### src/rtl/np_flash_arb.sv
// Two-port arbiter in front of a single-lane SPI flash READ engine (mode 0).
// Sends the 0xAB wake command after reset, then serves 32-bit little-endian reads (0x03).
module np_flash_arb #(
    parameter int CLKDIV   = 1,
    parameter int CSB_GAP  = 2,
    parameter int WAKE_CYC = 4
) (
    input  logic        clk,
    input  logic        rst_n,
    input  logic        req0_valid,
    input  logic [23:0] req0_addr,
    output logic        req0_ready,
    input  logic        req1_valid,
    input  logic [23:0] req1_addr,
    output logic        req1_ready,
    output logic [31:0] rdata,
    output logic        busy,
    output logic        flash_csb,
    output logic        flash_clk,
    output logic        flash_io0_do,
    input  logic        flash_io1_di
);
    typedef enum logic [2:0] {WAKE, WAKE_WAIT, IDLE, CMD, ADDR, DATA, DONE, GAP} state_t;

    state_t      state_reg, state_next;
    logic [7:0]  div_cnt_reg;
    logic        phase_reg;
    logic [4:0]  bit_cnt_reg;
    logic [15:0] wait_cnt_reg;
    logic [23:0] tx_sr_reg;
    logic [31:0] rx_sr_reg;
    logic [23:0] addr_reg;
    logic        gnt_reg, last_gnt_reg, wake_go_reg;
    logic        csb_reg, sck_reg, io0_reg, ready0_reg, ready1_reg;
    logic [31:0] rdata_reg;

    logic shifting, bit_end, pick, csb_next;

    always_comb begin
        shifting = (state_reg == WAKE && wake_go_reg) || state_reg == CMD ||
                   state_reg == ADDR || state_reg == DATA;
        bit_end  = shifting && phase_reg && (div_cnt_reg == 8'(CLKDIV - 1));
        // On a tie the port that lost last time wins.
        pick     = (req0_valid && req1_valid) ? ~last_gnt_reg : req1_valid;
        // WAKE drives CSB low one cycle after entry, so reset can leave it high.
        csb_next = !(state_next == CMD || state_next == ADDR || state_next == DATA ||
                     state_next == DONE || (state_reg == WAKE && state_next == WAKE));
    end

    always_ff @(posedge clk or negedge rst_n) begin
        if (!rst_n) begin
            state_reg <= WAKE;
        end else begin
            state_reg <= state_next;
        end
    end

    always_comb begin
        state_next = state_reg;
        case (state_reg)
            WAKE:      if (bit_end && bit_cnt_reg == 5'd7) state_next = WAKE_WAIT;
            WAKE_WAIT: if (wait_cnt_reg == 16'(WAKE_CYC - 1)) state_next = IDLE;
            IDLE:      if (req0_valid || req1_valid) state_next = CMD;
            CMD:       if (bit_end && bit_cnt_reg == 5'd7) state_next = ADDR;
            ADDR:      if (bit_end && bit_cnt_reg == 5'd23) state_next = DATA;
            DATA:      if (bit_end && bit_cnt_reg == 5'd31) state_next = DONE;
            DONE:      state_next = GAP;
            GAP:       if (wait_cnt_reg == 16'(CSB_GAP - 1)) state_next = IDLE;
            default:   state_next = WAKE;
        endcase
    end

    always_ff @(posedge clk or negedge rst_n) begin
        if (!rst_n) begin
            div_cnt_reg  <= 8'd0;
            phase_reg    <= 1'b0;
            bit_cnt_reg  <= 5'd0;
            wait_cnt_reg <= 16'd0;
            tx_sr_reg    <= 24'd0;
            rx_sr_reg    <= 32'd0;
            addr_reg     <= 24'd0;
            gnt_reg      <= 1'b0;
            last_gnt_reg <= 1'b1;
            wake_go_reg  <= 1'b0;
            csb_reg      <= 1'b1;
            sck_reg      <= 1'b0;
            io0_reg      <= 1'b0;
            ready0_reg   <= 1'b0;
            ready1_reg   <= 1'b0;
            rdata_reg    <= 32'd0;
        end else begin
            ready0_reg <= 1'b0;
            ready1_reg <= 1'b0;
            csb_reg    <= csb_next;

            // tx_sr_reg holds the bits still to send after the one on io0, left-aligned.
            if (state_next != state_reg) begin
                div_cnt_reg  <= 8'd0;
                phase_reg    <= 1'b0;
                bit_cnt_reg  <= 5'd0;
                wait_cnt_reg <= 16'd0;
                sck_reg      <= 1'b0;
                io0_reg      <= 1'b0;
                if (state_next == CMD) begin
                    tx_sr_reg <= {7'b0000011, 17'd0};
                end else if (state_next == ADDR) begin
                    io0_reg   <= addr_reg[23];
                    tx_sr_reg <= {addr_reg[22:0], 1'b0};
                end
            end else if (state_reg == WAKE && !wake_go_reg) begin
                wake_go_reg <= 1'b1;
                io0_reg     <= 1'b1;
                tx_sr_reg   <= {7'b0101011, 17'd0};
            end else if (shifting) begin
                if (div_cnt_reg == 8'(CLKDIV - 1)) begin
                    div_cnt_reg <= 8'd0;
                    phase_reg   <= ~phase_reg;
                    sck_reg     <= ~phase_reg;
                    if (phase_reg) begin
                        bit_cnt_reg <= bit_cnt_reg + 5'd1;
                        io0_reg     <= tx_sr_reg[23];
                        tx_sr_reg   <= {tx_sr_reg[22:0], 1'b0};
                    end
                end else begin
                    div_cnt_reg <= div_cnt_reg + 8'd1;
                end
            end else if (state_reg == WAKE_WAIT || state_reg == GAP) begin
                wait_cnt_reg <= wait_cnt_reg + 16'd1;
            end

            if (state_reg == DATA && bit_end) begin
                rx_sr_reg <= {rx_sr_reg[30:0], flash_io1_di};
            end

            if (state_reg == IDLE && state_next == CMD) begin
                gnt_reg      <= pick;
                last_gnt_reg <= pick;
                addr_reg     <= pick ? req1_addr : req0_addr;
            end

            // First received byte sits in the top of rx_sr_reg; it belongs in the low byte.
            if (state_reg == DONE) begin
                rdata_reg  <= {rx_sr_reg[7:0], rx_sr_reg[15:8], rx_sr_reg[23:16], rx_sr_reg[31:24]};
                ready0_reg <= ~gnt_reg;
                ready1_reg <= gnt_reg;
            end
        end
    end

    assign req0_ready   = ready0_reg;
    assign req1_ready   = ready1_reg;
    assign rdata        = rdata_reg;
    assign busy         = (state_reg != IDLE);
    assign flash_csb    = csb_reg;
    assign flash_clk    = sck_reg;
    assign flash_io0_do = io0_reg;
endmodule
### config.mk
export PLATFORM = sky130hd
export DESIGN_NAME = np_flash_arb
export DESIGN_NICKNAME = d
export VERILOG_FILES = /design/src/rtl/np_flash_arb.sv
export SDC_FILE = /design/constraint.sdc
export NUM_CORES = 1
export LEC_CHECK = 0
export CORE_ASPECT_RATIO = 1.5
export CORE_UTILIZATION = 55
export DETAILED_ROUTE_END_ITERATION = 10
export PLACE_DENSITY = 0.78
export SYNTH_ARGS = -nofsm -noshare
export SYNTH_HDL_FRONTEND = slang
export SYNTH_SLANG_ARGS = --single-unit
### constraint.sdc
create_clock -name clk -period 4.35 [get_ports clk]
set_clock_uncertainty 0.15 [all_clocks]
set_input_delay 0.6525 -clock clk [delete_from_list [all_inputs] [get_ports clk]]
set_output_delay 0.6525 -clock clk [all_outputs]
set_load 0.05 [all_outputs]
==> impl_metrics.json <==
{
  "outcome": "finished clean",
  "power.density_mw_per_mm2": 559,
  "ant_nets": 0,
  "multi_input_area_mm2": 0.00294,
  "leakage_nw": 3.86,
  "cp-start-kind": "register",
  "row_count": 49,
  "cts_htree_levels": 4,
  "setup_tns_ns": 0,
  "grt_pass1_wl_um": 23400,
  "synthFlopType": "dfrtp_1",
  "viasPerCell": 5.70,
  "synth_warnings": 0,
  "cp-startpoint": "div_cnt_reg[0]$_DFFE_PN0P_",
  "internal_power_mw": 3.17,
  "avgSynthCellArea_um2": 11.8,
  "path_depth": 10,
  "worstMarginPinSlew_ns": 1.06,
  "synth.most_common_cell": "dfrtp_1",
  "numCtsBuffers": 17,
  "path_cells": "inv_1 -> ha_1 -> or3b_2 -> or4_4 -> a21boi_4 -> nand4_4 -> mux2_4 -> mux2i_4 -> buf_4 -> mux2_1",
  "r2r-start": "div_cnt_reg[0]$_DFFE_PN0P_",
  "r2r_end": "tx_sr_reg[13]$_DFFE_PN0P_",
  "p_seq_share_pct": 39.6,
  "path_class": "register to register",
  "core_area_mm2": 0.0121,
  "dp_hpwl_um": 9140,
  "synth_cells": 582,
  "cap_violations": 0,
  "grt-ovfl-total": 0,
  "rsz0062_at_grt": "false",
  "regArea_mm2": 0.00378,
  "fin_crit_ns": 3.85,
  "maxSlewHeadroom_pct": 29.4,
  "ys_ff_latch": 151,
  "clk_latency_ns": 0.41,
  "track_usage_pct": 23.1,
  "critPathMaxStageDelay_ns": 0.55,
  "drv_slew": 0,
  "ios": 91,
  "async_reset_ff_share_pct": 100,
  "yosys.area.top_type": "dfrtp_1",
  "timing.fmax_mhz": 260,
  "worst_path_dominant_cell_family": "simple AND/OR/NAND/NOR gates",
  "cts_tree": "built",
  "cts_hold_buffers": 0,
  "fill_cells": 836,
  "path_clk_slew_ns": 0.06,
  "comb_power_share_pct": 30.7,
  "endpoint_kind": "register",
  "postCtsSetupRepairBufs": 0,
  "ys_seq_area_share_pct": 54.9,
  "wl_per_cell_um": 16.5,
  "cts_root_buf": "clkbuf_16",
  "crit_path_end": "tx_sr_reg[13]$_DFFE_PN0P_",
  "cp_max_fo": 33,
  "drt_iter0_markers": 230,
  "drc": 0,
  "area_growth_pct": 23.5,
  "hold_viol": 0,
  "swShare_pct": 33.3,
  "cts_max_path_buffers": 2,
  "antenna_found_initial": 0,
  "reg2reg_slack_ns": 0.50,
  "post_cts_resized": 0,
  "dr.pass1.iters": 5,
  "slowest_stage": "or4_4",
  "grt_pass1_vias": 4844,
  "dieArea_mm2": 0.0130,
  "fp.dieW_um": 93.4,
  "vias": 4753,
  "synth_nets": 641,
  "io_buffers": 90,
  "cp.buffers_inverters": 2,
  "clkPwrFrac_pct": 29.7,
  "yosys-top-cells-count": "dfrtp_1 (149), mux2_2 (84), nor2_1 (78)",
  "synth_top_area_share_pct": 54.1,
  "synth.distinct_cells": 52,
  "syn_area_mm2": 0.00689,
  "synth_area_leaders": "dfrtp_1 (54%), mux2_2 (14%), nor2_1 (4.3%), mux2i_1 (4.2%), a21oi_1 (2.8%)",
  "die_h_um": 139,
  "num_antenna_cells": 0,
  "cts_num_sinks": 151,
  "grt_max_degree": 115,
  "ir_drop_mv": 0.387,
  "fin_crit_sh_pct": 88.5,
  "p_sw_mw": 1.58,
  "finalSetupViolCount": 0,
  "nNetsFinal": 727,
  "drive_gt1_share_pct": 20.3,
  "holdWs_ns": 0.206,
  "cp_data_arrival_time_ns": 3.99,
  "hold_class": "input pin to asynchronous set/reset pin",
  "rr_worst_depth": 10,
  "synth_edf_count": 0,
  "place.gp.congestion": 0.834,
  "totalWireLength_um": 13800,
  "start_util_pct": 57.0,
  "required_ns": 4.49
}
final cells by class:
cell class	instances	share of cell area, %
multi-input cells	386	34.6
inverters	14	0.618
repair buffers	98	11.3
well taps	153	2.25
clock buffers	20	5.37
flip-flops and latches	151	44.5
clock inverters	12	1.41
power by group through the flow:
stage | Clock, mW | Combinational (mW) | Sequential [mW]
2_1_floorplan | 0 | 1.13 | 1.86
5_1_grt | 1.50 | 1.60 | 1.91
4_1_cts | 1.44 | 1.47 | 1.88
3_3_place_gp | 0 | 1.38 | 1.89
6_report | 1.41 | 1.46 | 1.88
3_5_place_dp | 0 | 1.46 | 1.90
worst min-delay path by stage:
stage / end / startpoint / slack, ns
after floorplan: addr_reg[0]$_DFFE_PN0P_ / rst_n / 0.21
after global placement: req0_ready$_DFF_PN0_ / gnt_reg$_DFFE_PN0P_ / 0.26
after detailed placement: req0_ready$_DFF_PN0_ / gnt_reg$_DFFE_PN0P_ / 0.26
after CTS: rx_sr_reg[24]$_DFFE_PN0P_ / rst_n / 0.27
after global routing: rx_sr_reg[24]$_DFFE_PN0P_ / rst_n / 0.30
final: rdata[0]$_DFFE_PN0N_ / rst_n / 0.21
kinds of logic after synthesis:
family          Yosys count  synth area share, %
buf+inv                  45                 2.69
xor+xnor                 22                 2.80
compound gates           80                 8.05
simple gates            160                 11.5
flops                   151                 54.9
mux                     118                 19.0
fa+ha+maj                 6                 1.09
cell usage in the layout (no fill, tap or decap), drive strengths merged, types with 13 or more instances in the layout:
master and instances:
clkbuf 20, clkdlybuf4s50 89, nor2 78, inv 17, a32o 18, mux2i 30
nand2 19, mux2 88, dfrtp 149, xnor2 13, a21oi 38
through the flow:
step	power [mW]	cells	cell area, um2	worst slack (ns)	util, %
after floorplan	2.99	582	6890	0.980	-
after global placement	3.27	802	7930	0.641	65.6
after detailed placement	3.36	802	7930	0.539	65.6
after CTS	4.79	834	8500	0.512	70.4
after global routing	5.02	834	8500	0.317	70.4
final	4.75	834	8500	0.501	70.4
per-layer routing:
metal  global-route usage [%]  share of wire (%)  up-vias
met5                        0                  0        -
met4                     8.74                2.3        0
met3                     5.04                3.3       26
met2                     38.7                 53      122
met1                     29.0                 41     2365
li1                         -                  -     2240
Power figures use the tool's default switching activity.
==> patch: new RTL, same settings <==
The 8 states of `state_t` get a one-hot encoding in 8 bits.
--- a/src/rtl/np_flash_arb.sv
+++ b/src/rtl/np_flash_arb.sv
@@ -20,7 +20,7 @@
     output logic        flash_io0_do,
     input  logic        flash_io1_di
 );
-    typedef enum logic [2:0] {WAKE, WAKE_WAIT, IDLE, CMD, ADDR, DATA, DONE, GAP} state_t;
+    typedef enum logic [7:0] {WAKE = 8'b00000001, WAKE_WAIT = 8'b00000010, IDLE = 8'b00000100, CMD = 8'b00001000, ADDR = 8'b00010000, DATA = 8'b00100000, DONE = 8'b01000000, GAP = 8'b10000000} state_t;
 
     state_t      state_reg, state_next;
     logic [7:0]  div_cnt_reg;
Check against the original RTL: same outputs for any inputs over 10 cycles, from zero or initial values and one cycle with rst_n low; not proved beyond that.
==> patch against the unedited design <==
Count of clock-buffer cells in the layout down 3. Fmax up 7.0%. Setup slack better by 250 ps. Wire length up 4.9%. Sequential cell count up 5. Area after synthesis up 6.2%. Design area up 4.5%. Total power down 11%. Critical endpoint is now tx_sr_reg[2]. Clock power up 4%. Die area up 6.1%. Critical path depth down 2.
==> patch: results (changes against the unedited design) <==
Logic pwr share=24.3% (-6.4 points); main area contributors after synthesis=dfrtp_1, mux2_2, mux2_4; CP Data Arrival Time=3750 ps (-240 ps); met1 WL=5945 um (+4.5%); reg-to-reg setup timing slack=750 ps (+250 ps); slowest stage delay, CP=770 ps (+220 ps); switching share of power=29.03% (-4.3 points); DP HPWL=9882 um (+8.2%); reg2reg path depth=8 (-2); status=finished clean; global-route wire length before repair=24160 um (+3.2%); met3 Use GR=4.686% (-0.36 points); CP max stage cell=a2bb2oi_4; leakage=4.139 nW (+7.2%); Synth Area in Compound Gates=8.075% (+0.028 points); syn_nets=665 (+3.7%); clock power share=34.5% (+4.8 points); vias=4960 (+4.4%); Nets=744 (+2.3%); xor and xnor area share after synthesis=2.754% (-0.043 points); Unique masters post-synth=63 (+21%); average wire per standard cell=16.86 um (+2.2%); Fillers=933 (+12%); drt initial violations=212 (-7.8%); Post-Place Cells=825 (+2.9%); routed wl met3=535 um (+18%); mux contribution to synthesized area=18.22% (-0.76 points); vias in the first global route=5129 (+5.9%); adder-cell area share of the yosys netlist=1.027% (-0.063 points); worst hold margin=215.6 ps (+9.255 ps); met1 Use GR=27.70% (-1.3 points); Final Wtd Congestion=0.9246 (+11%); maximum VDD drop=0.3287 mV (-15%); pin count of the biggest net entering global routing=111 (-3.5%); GRT Total Usage=22.71% (-0.36 points); Post-Route WL=14430 um (+4.9%)
## patch: cell count changes after synthesis, moves of 9 or more
cell | before | now
mux2_2 | 84 | 67
xor2_1 | 9 | 18
nand2_1 | 19 | 42
a21oi_1 | 38 | 11
mux2_4 | 1 | 19
o21ai_0 | 6 | 30
nor2_1 | 78 | 43
## patch: stage by stage
stage	instance area, um^2	power, mW	util, %	worst slack (ps)
after floorplan	7313	2.601	-	1595
after global placement	8303	2.768	64.10	884.8
after detailed placement	8303	2.805	64.10	787.7
after CTS	8887	4.277	68.61	773.2
after global routing	8887	4.443	68.61	557.7
final	8887	4.241	68.61	752.9
## patch: cell type report
class	count	area (um^2)	share of cell area, %
multi-input combinational	399	3161	35.56
inverter	13	48.80	0.5491
timing repair buffer	98	987.2	11.11
clock buffer	17	425.4	4.787
sequential	156	3908	43.97
clock inverter	14	158.9	1.788
tap	159	198.9	2.238
